===== src/rtl/reg_wb_arbiter_pkg.sv =====
// Shared types and defaults for the register-file writeback arbiter.
// Latency: n/a (declarations only).
// Backpressure: n/a.
package reg_wb_arbiter_pkg;

    localparam int DATA_W_DEF   = 32;
    localparam int ADDR_W_DEF   = 5;
    localparam int MAX_WAIT_DEF = 4;

    // Which requester owns the register-file write port this cycle.
    // Also decoded by hazard-unit debug logic.
    typedef enum logic [1:0] {
        GNT_NONE = 2'd0,
        GNT_WB   = 2'd1,
        GNT_HOLD = 2'd2
    } gnt_e;

endpackage


===== src/rtl/reg_wb_arbiter_if.sv =====
// Bundle of pipeline WB, multi-cycle unit, register-file port and hazard-unit signals.
// Latency: n/a (wiring only).
// Backpressure: mc_ready throttles the multi-cycle unit, stall_pipe freezes the pipeline.
interface reg_wb_arbiter_if
    import reg_wb_arbiter_pkg::*;
#(
    parameter int DATA_W = DATA_W_DEF,
    parameter int ADDR_W = ADDR_W_DEF
);
    // pipeline writeback stage
    logic              wb_valid;
    logic [ADDR_W-1:0] wb_addr;
    logic [DATA_W-1:0] wb_data;
    logic              stall_pipe;
    // multi-cycle execution unit
    logic              mc_valid;
    logic [ADDR_W-1:0] mc_addr;
    logic [DATA_W-1:0] mc_data;
    logic              mc_ready;
    // register-file write port
    logic              regwrite;
    logic [ADDR_W-1:0] REG_address_wb;
    logic [DATA_W-1:0] data_wb;
    // hazard-unit view of the holding slot
    logic              pend_valid;
    logic [ADDR_W-1:0] pend_addr;

    // Requester side: drives requests, observes the arbiter results.
    modport master (
        output wb_valid, wb_addr, wb_data, mc_valid, mc_addr, mc_data,
        input  stall_pipe, mc_ready, regwrite, REG_address_wb, data_wb,
        input  pend_valid, pend_addr
    );

    // Arbiter side.
    modport slave (
        input  wb_valid, wb_addr, wb_data, mc_valid, mc_addr, mc_data,
        output stall_pipe, mc_ready, regwrite, REG_address_wb, data_wb,
        output pend_valid, pend_addr
    );
endinterface


===== src/rtl/reg_wb_arbiter_wb_hold_slot.sv =====
// One-entry holding slot for multi-cycle results with a saturating starvation counter.
// Latency: load visible one cycle after the mc_valid/mc_ready edge.
// Backpressure: accepts a load only when empty (caller gates with !o_hold_valid).
module wb_hold_slot
    import reg_wb_arbiter_pkg::*;
#(
    parameter int DATA_W   = DATA_W_DEF,
    parameter int ADDR_W   = ADDR_W_DEF,
    parameter int MAX_WAIT = MAX_WAIT_DEF
) (
    input  logic              clk,
    input  logic              reset,
    input  gnt_e              i_gnt,
    input  logic [ADDR_W-1:0] i_wb_addr,
    input  logic              i_load,
    input  logic [ADDR_W-1:0] i_mc_addr,
    input  logic [DATA_W-1:0] i_mc_data,
    output logic              o_hold_valid,
    output logic [ADDR_W-1:0] o_hold_addr,
    output logic [DATA_W-1:0] o_hold_data,
    output logic              o_starved
);

    localparam logic [3:0] MAX_CNT = 4'(MAX_WAIT);

    logic              r_valid;
    logic [ADDR_W-1:0] r_addr;
    logic [DATA_W-1:0] r_data;
    logic [3:0]        r_wait_cnt;
    logic              w_squash;

    // A younger pipeline write to the same (non-r0) register makes the held result dead.
    assign w_squash = r_valid && (i_gnt == GNT_WB) && (i_wb_addr == r_addr) && (r_addr != '0);

    // Slot drain/squash/age, then load; a load only happens when the slot started empty.
    always_ff @(posedge clk or negedge reset) begin
        if (!reset) begin
            r_valid    <= 1'b0;
            r_addr     <= '0;
            r_data     <= '0;
            r_wait_cnt <= 4'd0;
        end else begin
            if ((i_gnt == GNT_HOLD) || w_squash) begin
                r_valid    <= 1'b0;
                r_wait_cnt <= 4'd0;
            end else if (r_valid && (r_wait_cnt != MAX_CNT)) begin
                r_wait_cnt <= r_wait_cnt + 4'd1;
            end
            if (i_load) begin
                r_valid    <= 1'b1;
                r_addr     <= i_mc_addr;
                r_data     <= i_mc_data;
                r_wait_cnt <= 4'd0;
            end
        end
    end

    assign o_hold_valid = r_valid;
    assign o_hold_addr  = r_addr;
    assign o_hold_data  = r_data;
    // Purely registered, so stall_pipe has no combinational path from any input.
    assign o_starved    = r_valid && (r_wait_cnt == MAX_CNT);

endmodule


===== src/rtl/reg_wb_arbiter.sv =====
// Arbitrates the register-file write port between the WB stage (priority) and the mult/div slot.
// Latency: zero-cycle grant to the register file; held results written within MAX_WAIT+1 cycles.
// Backpressure: mc_ready low while the slot is full; stall_pipe freezes WB when the slot is starved.
module reg_wb_arbiter
    import reg_wb_arbiter_pkg::*;
#(
    parameter int DATA_W   = DATA_W_DEF,
    parameter int ADDR_W   = ADDR_W_DEF,
    parameter int MAX_WAIT = MAX_WAIT_DEF
) (
    input  logic            clk,
    input  logic            reset,
    reg_wb_arbiter_if.slave bus
);

    gnt_e              w_gnt;
    logic              w_hold_valid;
    logic [ADDR_W-1:0] w_hold_addr;
    logic [DATA_W-1:0] w_hold_data;
    logic              w_starved;
    logic              w_stall;
    logic              w_mc_ready;
    logic              w_load;
    logic [ADDR_W-1:0] w_sel_addr;
    logic [DATA_W-1:0] w_sel_data;

    assign w_stall    = reset && w_starved;
    assign w_mc_ready = reset && !w_hold_valid;
    assign w_load     = bus.mc_valid && w_mc_ready;

    // Grant priority: forced drain of a starved slot, then WB, then an idle-port drain.
    always_comb begin
        w_gnt = GNT_NONE;
        if (!reset)            w_gnt = GNT_NONE;
        else if (w_stall)      w_gnt = GNT_HOLD;
        else if (bus.wb_valid) w_gnt = GNT_WB;
        else if (w_hold_valid) w_gnt = GNT_HOLD;
    end

    // Write-port mux; an idle port presents zeros.
    always_comb begin
        w_sel_addr = '0;
        w_sel_data = '0;
        case (w_gnt)
            GNT_WB: begin
                w_sel_addr = bus.wb_addr;
                w_sel_data = bus.wb_data;
            end
            GNT_HOLD: begin
                w_sel_addr = w_hold_addr;
                w_sel_data = w_hold_data;
            end
            default: begin
                w_sel_addr = '0;
                w_sel_data = '0;
            end
        endcase
    end

    wb_hold_slot #(
        .DATA_W   (DATA_W),
        .ADDR_W   (ADDR_W),
        .MAX_WAIT (MAX_WAIT)
    ) u_slot (
        .clk          (clk),
        .reset        (reset),
        .i_gnt        (w_gnt),
        .i_wb_addr    (bus.wb_addr),
        .i_load       (w_load),
        .i_mc_addr    (bus.mc_addr),
        .i_mc_data    (bus.mc_data),
        .o_hold_valid (w_hold_valid),
        .o_hold_addr  (w_hold_addr),
        .o_hold_data  (w_hold_data),
        .o_starved    (w_starved)
    );

    // r0 writes still consume the grant but never reach the register file.
    assign bus.regwrite       = (w_gnt != GNT_NONE) && (w_sel_addr != '0);
    assign bus.REG_address_wb = w_sel_addr;
    assign bus.data_wb        = w_sel_data;
    assign bus.stall_pipe     = w_stall;
    assign bus.mc_ready       = w_mc_ready;
    assign bus.pend_valid     = reset && w_hold_valid;
    assign bus.pend_addr      = (reset && w_hold_valid) ? w_hold_addr : '0;

endmodule


===== src/flat_wrapper.sv =====
// flat-port wrapper written by rule: the top's interface ports become plain ports
module reg_wb_arbiter_flat import reg_wb_arbiter_pkg::*;
#(
    parameter int DATA_W   = DATA_W_DEF,
    parameter int ADDR_W   = ADDR_W_DEF,
    parameter int MAX_WAIT = MAX_WAIT_DEF
)
  (clk, reset, bus_wb_valid, bus_wb_addr, bus_wb_data, bus_mc_valid, bus_mc_addr, bus_mc_data, bus_stall_pipe, bus_mc_ready, bus_regwrite, bus_REG_address_wb, bus_data_wb, bus_pend_valid, bus_pend_addr);
  reg_wb_arbiter_if #(.DATA_W(DATA_W), .ADDR_W(ADDR_W)) bus_i ();
  input  logic clk;
  input  logic reset;
  input wire logic [$bits(bus_i.wb_valid)-1:0] bus_wb_valid;
  input wire logic [$bits(bus_i.wb_addr)-1:0] bus_wb_addr;
  input wire logic [$bits(bus_i.wb_data)-1:0] bus_wb_data;
  input wire logic [$bits(bus_i.mc_valid)-1:0] bus_mc_valid;
  input wire logic [$bits(bus_i.mc_addr)-1:0] bus_mc_addr;
  input wire logic [$bits(bus_i.mc_data)-1:0] bus_mc_data;
  output wire logic [$bits(bus_i.stall_pipe)-1:0] bus_stall_pipe;
  output wire logic [$bits(bus_i.mc_ready)-1:0] bus_mc_ready;
  output wire logic [$bits(bus_i.regwrite)-1:0] bus_regwrite;
  output wire logic [$bits(bus_i.REG_address_wb)-1:0] bus_REG_address_wb;
  output wire logic [$bits(bus_i.data_wb)-1:0] bus_data_wb;
  output wire logic [$bits(bus_i.pend_valid)-1:0] bus_pend_valid;
  output wire logic [$bits(bus_i.pend_addr)-1:0] bus_pend_addr;
  assign bus_i.wb_valid = bus_wb_valid;
  assign bus_i.wb_addr = bus_wb_addr;
  assign bus_i.wb_data = bus_wb_data;
  assign bus_i.mc_valid = bus_mc_valid;
  assign bus_i.mc_addr = bus_mc_addr;
  assign bus_i.mc_data = bus_mc_data;
  assign bus_stall_pipe = bus_i.stall_pipe;
  assign bus_mc_ready = bus_i.mc_ready;
  assign bus_regwrite = bus_i.regwrite;
  assign bus_REG_address_wb = bus_i.REG_address_wb;
  assign bus_data_wb = bus_i.data_wb;
  assign bus_pend_valid = bus_i.pend_valid;
  assign bus_pend_addr = bus_i.pend_addr;
  reg_wb_arbiter #(.DATA_W(DATA_W), .ADDR_W(ADDR_W), .MAX_WAIT(MAX_WAIT)) u_core (.clk(clk), .reset(reset), .bus(bus_i));
endmodule

===== config.mk =====
export PLATFORM = sky130hd
export DESIGN_NAME = reg_wb_arbiter_flat
export DESIGN_NICKNAME = d
export VERILOG_FILES = /design/src/rtl/reg_wb_arbiter_pkg.sv /design/src/rtl/reg_wb_arbiter_if.sv /design/src/rtl/reg_wb_arbiter_wb_hold_slot.sv /design/src/rtl/reg_wb_arbiter.sv /design/src/flat_wrapper.sv
export SDC_FILE = /design/constraint.sdc
export NUM_CORES = 1
export LEC_CHECK = 0
export ABC_CLOCK_PERIOD_IN_PS = 2070
export BUFFER_PORTS_ARGS = -buffer_cell sky130_fd_sc_hd__buf_2
export CAP_MARGIN = 30
export CORE_MARGIN = 1
export CORE_UTILIZATION = 30
export CTS_BUF_LIST = sky130_fd_sc_hd__clkbuf_4 sky130_fd_sc_hd__clkbuf_8
export DETAILED_ROUTE_END_ITERATION = 10
export GPL_ROUTABILITY_DRIVEN = 0
export SLEW_MARGIN = 20
export SYNTH_ARGS = -nofsm -noshare
export SYNTH_HDL_FRONTEND = slang
export SYNTH_SLANG_ARGS = --single-unit

===== constraint.sdc =====
create_clock -name clk -period 2.07 [get_ports clk]
set_input_delay 0 -clock clk [delete_from_list [all_inputs] [get_ports clk]]
set_output_delay 0 -clock clk [all_outputs]
set_load 0.03 [all_outputs]

==> results of run 1 <==
[metrics by stage]
stage | utilization | hold WS, ps | area (µm²)
4_1_cts | 0.5080 | 285.4 | 3905
3_3_place_gp | 0.4233 | 94.89 | 3254
6_report | 0.5313 | 288.9 | 4084
5_1_grt | 0.5313 | 319.0 | 4084
3_5_place_dp | 0.4233 | 94.27 | 3254
2_1_floorplan | - | -295.6 | 2486
[worst max-delay path: stages (launching register included)]
cell and delay, ps:
dfrtp_1 370, inv_2 60, ha_4 160, nand4b_1 90
and3_4 230, inv_4 40, ha_4 190, a22oi_2 230
a31oi_2 130, nor3_2 140, nor2_2 60, buf_6 130
[cells in the final DEF (no fill, tap or decap), types with 2 or more instances in the layout]
cell           instances
buf_2                107
dfrtp_1               42
dlygate4sd3_1         38
mux2_2                34
a22oi_1               31
nor2_2                30
buf_4                 25
buf_6                  8
a22oi_2                6
nor2_4                 6
clkbuf_8               6
nand2_1                5
nor2_1                 5
xnor2_1                5
inv_2                  4
and3_1                 4
mux2_1                 3
nor4_2                 3
ha_4                   3
clkbuf_4               3
nor3_2                 2
nand3_1                2
inv_1                  2
mux2i_1                2
ha_1                   2
buf_16                 2
clkbuf_16              2
buf_12                 2
[cell families after synthesis]
family	Yosys count	synth area share
AND/OR/NAND/NOR	68	0.1415
AO/OA/AOI/OAI	42	0.1336
flip-flops	42	0.4419
multiplexers	39	0.1836
buffers and inverters	25	0.05471
XOR/XNOR	5	0.01841
adder cells (fa/ha/maj)	5	0.02630
[state kept, by name (all words and copies together) (netlist names)]
name	cells
u_core.u_slot.o_hold_addr	5
u_core.u_slot.o_hold_valid	1
u_core.u_slot.o_hold_data	32
u_core.u_slot.r_wait_cnt	4
[metal layers]
| layer | global-route usage | vias to the layer above | share of wire |
|---|---|---|---|
| met5 | 0 | - | 0 |
| met4 | 0.03439 | 0 | 0.0049 |
| met3 | 0.03099 | 5 | 0.042 |
| met2 | 0.3087 | 66 | 0.51 |
| met1 | 0.2190 | 1174 | 0.44 |
| li1 | - | 1163 | - |
[Yosys cell counts (2+ instances only)]
master	number	area share
buf_6	4	0.019
nor4_2	3	0.016
and2_1	2	0.0053
buf_2	2	0.0042
xnor2_1	5	0.018
nor2_1	41	0.065
buf_1	5	0.0079
dfrtp_1	42	0.44
mux2_1	3	0.014
nand2_1	6	0.0095
clkbuf_1	6	0.0095
inv_1	7	0.011
mux2i_1	2	0.0084
a22oi_1	37	0.12
and3_1	5	0.013
mux2_2	34	0.16
nand3_1	2	0.0042
ha_1	5	0.026
[worst max path at each step]
stage,slack (ps),end,from
after floorplan,-20,bus_regwrite,u_core.u_slot.o_hold_valid$_DFFE_PN0P_
after global placement,50,bus_data_wb[10],u_core.u_slot.r_wait_cnt[0]$_DFFE_PN0P_
after detailed placement,-6,bus_data_wb[10],u_core.u_slot.r_wait_cnt[0]$_DFFE_PN0P_
after CTS,-100,bus_regwrite,u_core.u_slot.r_wait_cnt[0]$_DFFE_PN0P_
after global routing,-200,bus_regwrite,u_core.u_slot.r_wait_cnt[1]$_DFFE_PN0P_
final,-60,bus_regwrite,u_core.u_slot.r_wait_cnt[0]$_DFFE_PN0P_
[what timing repair did]
item | in CTS | in global routing
hold buffers | 38 | 0
pin swaps | 9 | 10
resized for setup | 23 | 39
endpoints found under the hold margin | 79 | 0
setup endpoints to repair | 38 | 37
cloned | 1 | 2
buffers inserted | 7 | 5
[area by class of cell]
type | instances | area (µm²) | area share
multi-input cells | 159 | 1405 | 0.3441
repair buffers | 188 | 1376 | 0.3370
flip-flops and latches | 42 | 1051 | 0.2574
well taps | 102 | 127.6 | 0.03125
clock buffers | 6 | 82.58 | 0.02022
inverters | 7 | 28.78 | 0.007047
clock inverters | 2 | 12.51 | 0.003064
[where the power goes]
part / internal, mW / switching (mW)
registers: 1.23 / 0.293
logic: 1.08 / 1.03
clock network: 0.269 / 0.294
total: 2.58 / 1.62
==> run_results.csv, run 1 <==
group,metric,value,unit
run_status,status,"complete, but fails checks",
run_status,violations,"setup timing",
critical_path,cp_max_fo,7,
grt,track_usage,0.1732,
die,die-area,0.008288,mm²
finish,n_antenna_cell,0,
pwr,p_total,4.195,mW
timing,worst_pin_slew,292.4,ps
logic_synthesis,synth_edf_count,0,
drt,drt_iter0_drc,40,
logic_synthesis,synth_seq_area_share,0.4419,
logic_synthesis,synthArstFlopShare,1.000,
clock_network,cts-htree-levels,2,
min_path,hold_start,"bus_wb_addr[3]",
clock_network,clock_path_buffers,2,
drt,wl_per_cell,14.37,µm
timing,final_hold_viol_count,0,
timing,max_slew_margin,0.8051,
finish,num-nets-final,486,
critical_path,critPathKind,"reg -> out",
critical_path,r2r_start,"u_core.u_slot.o_hold_valid$_DFFE_PN0P_",
die,coreArea,0.007687,mm²
timing,post-route-period-util,1.027,
grt,antenna_found_initial,0,
critical_path,reg2regPathDepth,5,
timing,worst_slack,-56.63,ps
timing,grt_setup_unrepaired,"true",
drt,drc_errors,0,
clock_network,numClockSinks,42,
logic_synthesis,ys_types,33,
critical_path,rrSetupSlack,260,ps
finish,layout.cells.non_filler,506,
placement,hpwl,4670,µm
finish,layout-drive-gt1-share,0.6312,
timing,skew,7.711,ps
grt,grt_overflow,0,
die,die_h,91.04,µm
logic_synthesis,avgSynthCellArea,10.52,µm²
drt,dr_total_vias,2408,
timing,clock.fmax,470.2,MHz
critical_path,arrival,2130,ps
pwr,ir_drop,0.3801,mV
flow_run,maxCapViolCount,0,
clock_network,cts_made_buffers,5,
die,row_count,32,
finish,syn_to_final_growth,71.70,%
min_path,min_to,"u_core.u_slot.o_hold_valid$_DFFE_PN0P_",
critical_path,end_kind,"output pin",
critical_path,crit_required,2070,ps
logic_synthesis,syn_inst,226,
grt,first_global_vias,2478,
finish,nFillCells,703,
die,start_util,0.3094,
clock_network,clk_pin_slew,90,ps
timing,fin_setup_tns,-311.1,ps
pwr,powerDensity,1027,mW/mm²
die,fp.dieW,91.04,µm
clock_network,root_buffer,"clkbuf_8",
placement,portBuffers,123,
grt,grt_max_degree,43,
logic_synthesis,synth_nets,309,
placement,dp_slack,-5.593,ps
clock_network,clock_latency,290,ps
logic_synthesis,yosysWarnings,0,
grt,grt_pass1_wl,11720,µm
timing,setup_viol,21,
min_path,worstHoldPathType,"in -> reg",
drt,firstDrtPassIters,4,
pwr,leakage,1.856,nW
logic_synthesis,ys_ff_latch,42,
drt,routed_wl,7273,µm
drt,ant_nets,0,
clock_network,cts_tree,"yes",
logic_synthesis,synth-main-ff-cell,"dfrtp_1",
die,ios,124,
drt,vias_per_cell,4.759,
logic_synthesis,syn_area,0.002379,mm²
placement,dp_cells,447,
critical_path,timing.rr.end,"u_core.u_slot.o_hold_data[19]$_DFFE_PN0P_",
critical_path,cp-start-kind,"register",
timing,fin_crit,2127,ps
min_path,min_path_cells,6,
timing,finalMaxSlewViolations,0,
No activity file was read; power rests on OpenSTA's default activity.
==> run 2: changes to the inputs <==
--- a/config.mk
+++ b/config.mk
@@ -13,6 +13,7 @@
 export CTS_BUF_LIST = sky130_fd_sc_hd__clkbuf_4 sky130_fd_sc_hd__clkbuf_8
 export DETAILED_ROUTE_END_ITERATION = 10
 export GPL_ROUTABILITY_DRIVEN = 0
+export SKIP_LAST_GASP = 1
 export SLEW_MARGIN = 20
 export SYNTH_ARGS = -nofsm -noshare
 export SYNTH_HDL_FRONTEND = slang
==> run 2 against run 1 <==
The flow still finishes with violations (setup timing). Combinational power is essentially flat. Sequential share of layout area grew 0.095 points. Worst setup slack is essentially flat. Largest power group unchanged. Core utilization shrank 0.20 points. Routed wire length shrank 0.87%. Highest routed layer unchanged. Critical path type unchanged. Sequential cell count is the same. Maximum frequency is essentially flat. Critical path depth grew 1. Via count is essentially flat. Global-route usage is the same. Die area is the same. Power shrank 0.25%.
==> run_results.csv, run 2 (synthesis gave the netlist of run 1 again) <==
group,metric,value,unit
run_status,status,"complete, but fails checks",
run_status,violations,"setup timing",
grt,grt_max_degree,43,
critical_path,critPathKind,"reg -> out",
placement,dp_slack,-5.593,ps
drt,wl_per_cell,14.25,µm
die,ios,124,
finish,syn_to_final_growth,71.07,%
finish,nFillCells,700,
drt,firstDrtPassIters,4,
finish,layout-drive-gt1-share,0.6312,
drt,vias_per_cell,4.755,
drt,dr_total_vias,2406,
finish,n_antenna_cell,0,
critical_path,rrSetupSlack,270,ps
die,fp.dieW,91.04,µm
drt,routed_wl,7210,µm
timing,worst_slack,-57.05,ps
critical_path,timing.rr.end,"u_core.u_slot.o_hold_data[19]$_DFFE_PN0P_",
timing,fin_crit,2127,ps
timing,worst_pin_slew,296.3,ps
grt,track_usage,0.1732,
min_path,min_path_cells,6,
clock_network,numClockSinks,42,
die,coreArea,0.007687,mm²
critical_path,reg2regPathDepth,5,
clock_network,clock_latency,290,ps
die,row_count,32,
grt,antenna_found_initial,0,
drt,drc_errors,0,
critical_path,cp_max_fo,7,
clock_network,clk_pin_slew,90,ps
clock_network,cts_tree,"yes",
min_path,worstHoldPathType,"in -> reg",
critical_path,crit_required,2070,ps
flow_run,maxCapViolCount,0,
pwr,leakage,1.852,nW
critical_path,end_kind,"output pin",
finish,largest_reg_flops,32,
critical_path,arrival,2130,ps
timing,skew,7.689,ps
placement,hpwl,4670,µm
drt,ant_nets,0,
finish,most-common-layout-cells,"buf_2, dfrtp_1, dlygate4sd3_1, mux2_2, a22oi_1",
die,start_util,0.3094,
clock_network,cts-htree-levels,2,
timing,setup_viol,29,
min_path,hold_start,"bus_wb_addr[3]",
grt,first_global_vias,2478,
critical_path,r2r_start,"u_core.u_slot.o_hold_valid$_DFFE_PN0P_",
timing,max_slew_margin,0.8025,
grt,grt_overflow,0,
timing,finalMaxSlewViolations,0,
die,die_h,91.04,µm
min_path,min_to,"u_core.u_slot.o_hold_valid$_DFFE_PN0P_",
timing,final_hold_viol_count,0,
placement,portBuffers,123,
finish,layout_commonest_cell,"buf_2",
grt,grt_pass1_wl,11720,µm
pwr,powerDensity,1028,mW/mm²
clock_network,cts_made_buffers,5,
timing,post-route-period-util,1.028,
clock_network,root_buffer,"clkbuf_8",
finish,num-nets-final,486,
finish,post-route-util,0.5293,
die,die-area,0.008288,mm²
clock_network,clock_path_buffers,2,
pwr,ir_drop,0.3794,mV
timing,grt_setup_unrepaired,"true",
critical_path,cp-start-kind,"register",
timing,clock.fmax,470.1,MHz
drt,drt_iter0_drc,35,
run 2: cell count changes in the layout (fill, tap and decap cells not counted):
cell	before	now
clkbuf_4	3	8
buf_4	25	19
buf_6	8	6
buf_2	107	110
run 2: worst max-delay path by stage:
stage / start / cells past startpoint / endpoint / slack, ps
finish: u_core.u_slot.r_wait_cnt[0]$_DFFE_PN0P_ / 12 / bus_regwrite / -60
global route: u_core.u_slot.r_wait_cnt[1]$_DFFE_PN0P_ / 11 / bus_regwrite / -200
CTS: u_core.u_slot.r_wait_cnt[0]$_DFFE_PN0P_ / 11 / bus_regwrite / -100
detailed placement: u_core.u_slot.r_wait_cnt[0]$_DFFE_PN0P_ / 10 / bus_data_wb[10] / -6
global placement: u_core.u_slot.r_wait_cnt[0]$_DFFE_PN0P_ / 10 / bus_data_wb[10] / 50
floorplan: u_core.u_slot.o_hold_valid$_DFFE_PN0P_ / 9 / bus_regwrite / -20
run 2: routing by layer:
metal	vias up	wire [µm]	global-route usage
met5	-	0	0
met4	0	36	0.03439
met3	5	302	0.03099
met2	66	3712	0.3087
met1	1174	3158	0.2190
li1	1161	-	-
run 2: timing repair:
| action | in CTS | in global routing |
|---|---|---|
| pin swaps | 9 | 10 |
| resized for setup | 23 | 26 |
| setup endpoints to repair | 38 | 37 |
| endpoints found under the hold margin | 79 | 0 |
| buffers inserted | 7 | 5 |
| cloned | 1 | 2 |
| hold buffers | 38 | 0 |
run 2: worst max-delay path, stage by stage, from the launching register on:
cell and delay (ps):
dfrtp_1 400, inv_2 80, ha_4 140, nand3b_1 110, nand2_1 100, nand2_2 90
inv_2 80, ha_4 200, a22oi_2 110, a31oi_2 230, nor3_2 60, nor2_2 100
buf_6 140
run 2: layout make-up:
type                       instances  area [µm²]  share of cell area
timing repair buffer             188        1361              0.3346
inverter                           7       28.78            0.007073
clock buffer                       6       82.58             0.02030
sequential                        42        1051              0.2583
multi-input combinational        159        1405              0.3453
tap                              102       127.6             0.03137
clock inverter                     2       12.51            0.003075
run 2: power by group:
part,internal [mW],switching [mW]
registers,1.23,0.293
logic,1.07,1.03
clock network,0.269,0.291
run 2: per-stage QoR:
stage	hold WS, ps	cells	power [mW]	setup TNS [ps]	cell area [µm²]
2_1_floorplan	-295.6	226	2.717	-20.33	2486
3_3_place_gp	94.89	447	3.175	0	3254
3_5_place_dp	94.27	447	3.218	-5.593	3254
4_1_cts	285.4	501	4.062	-809.2	3905
5_1_grt	319.0	506	4.476	-4051	4069
6_report	290.4	506	4.185	-552.8	4069
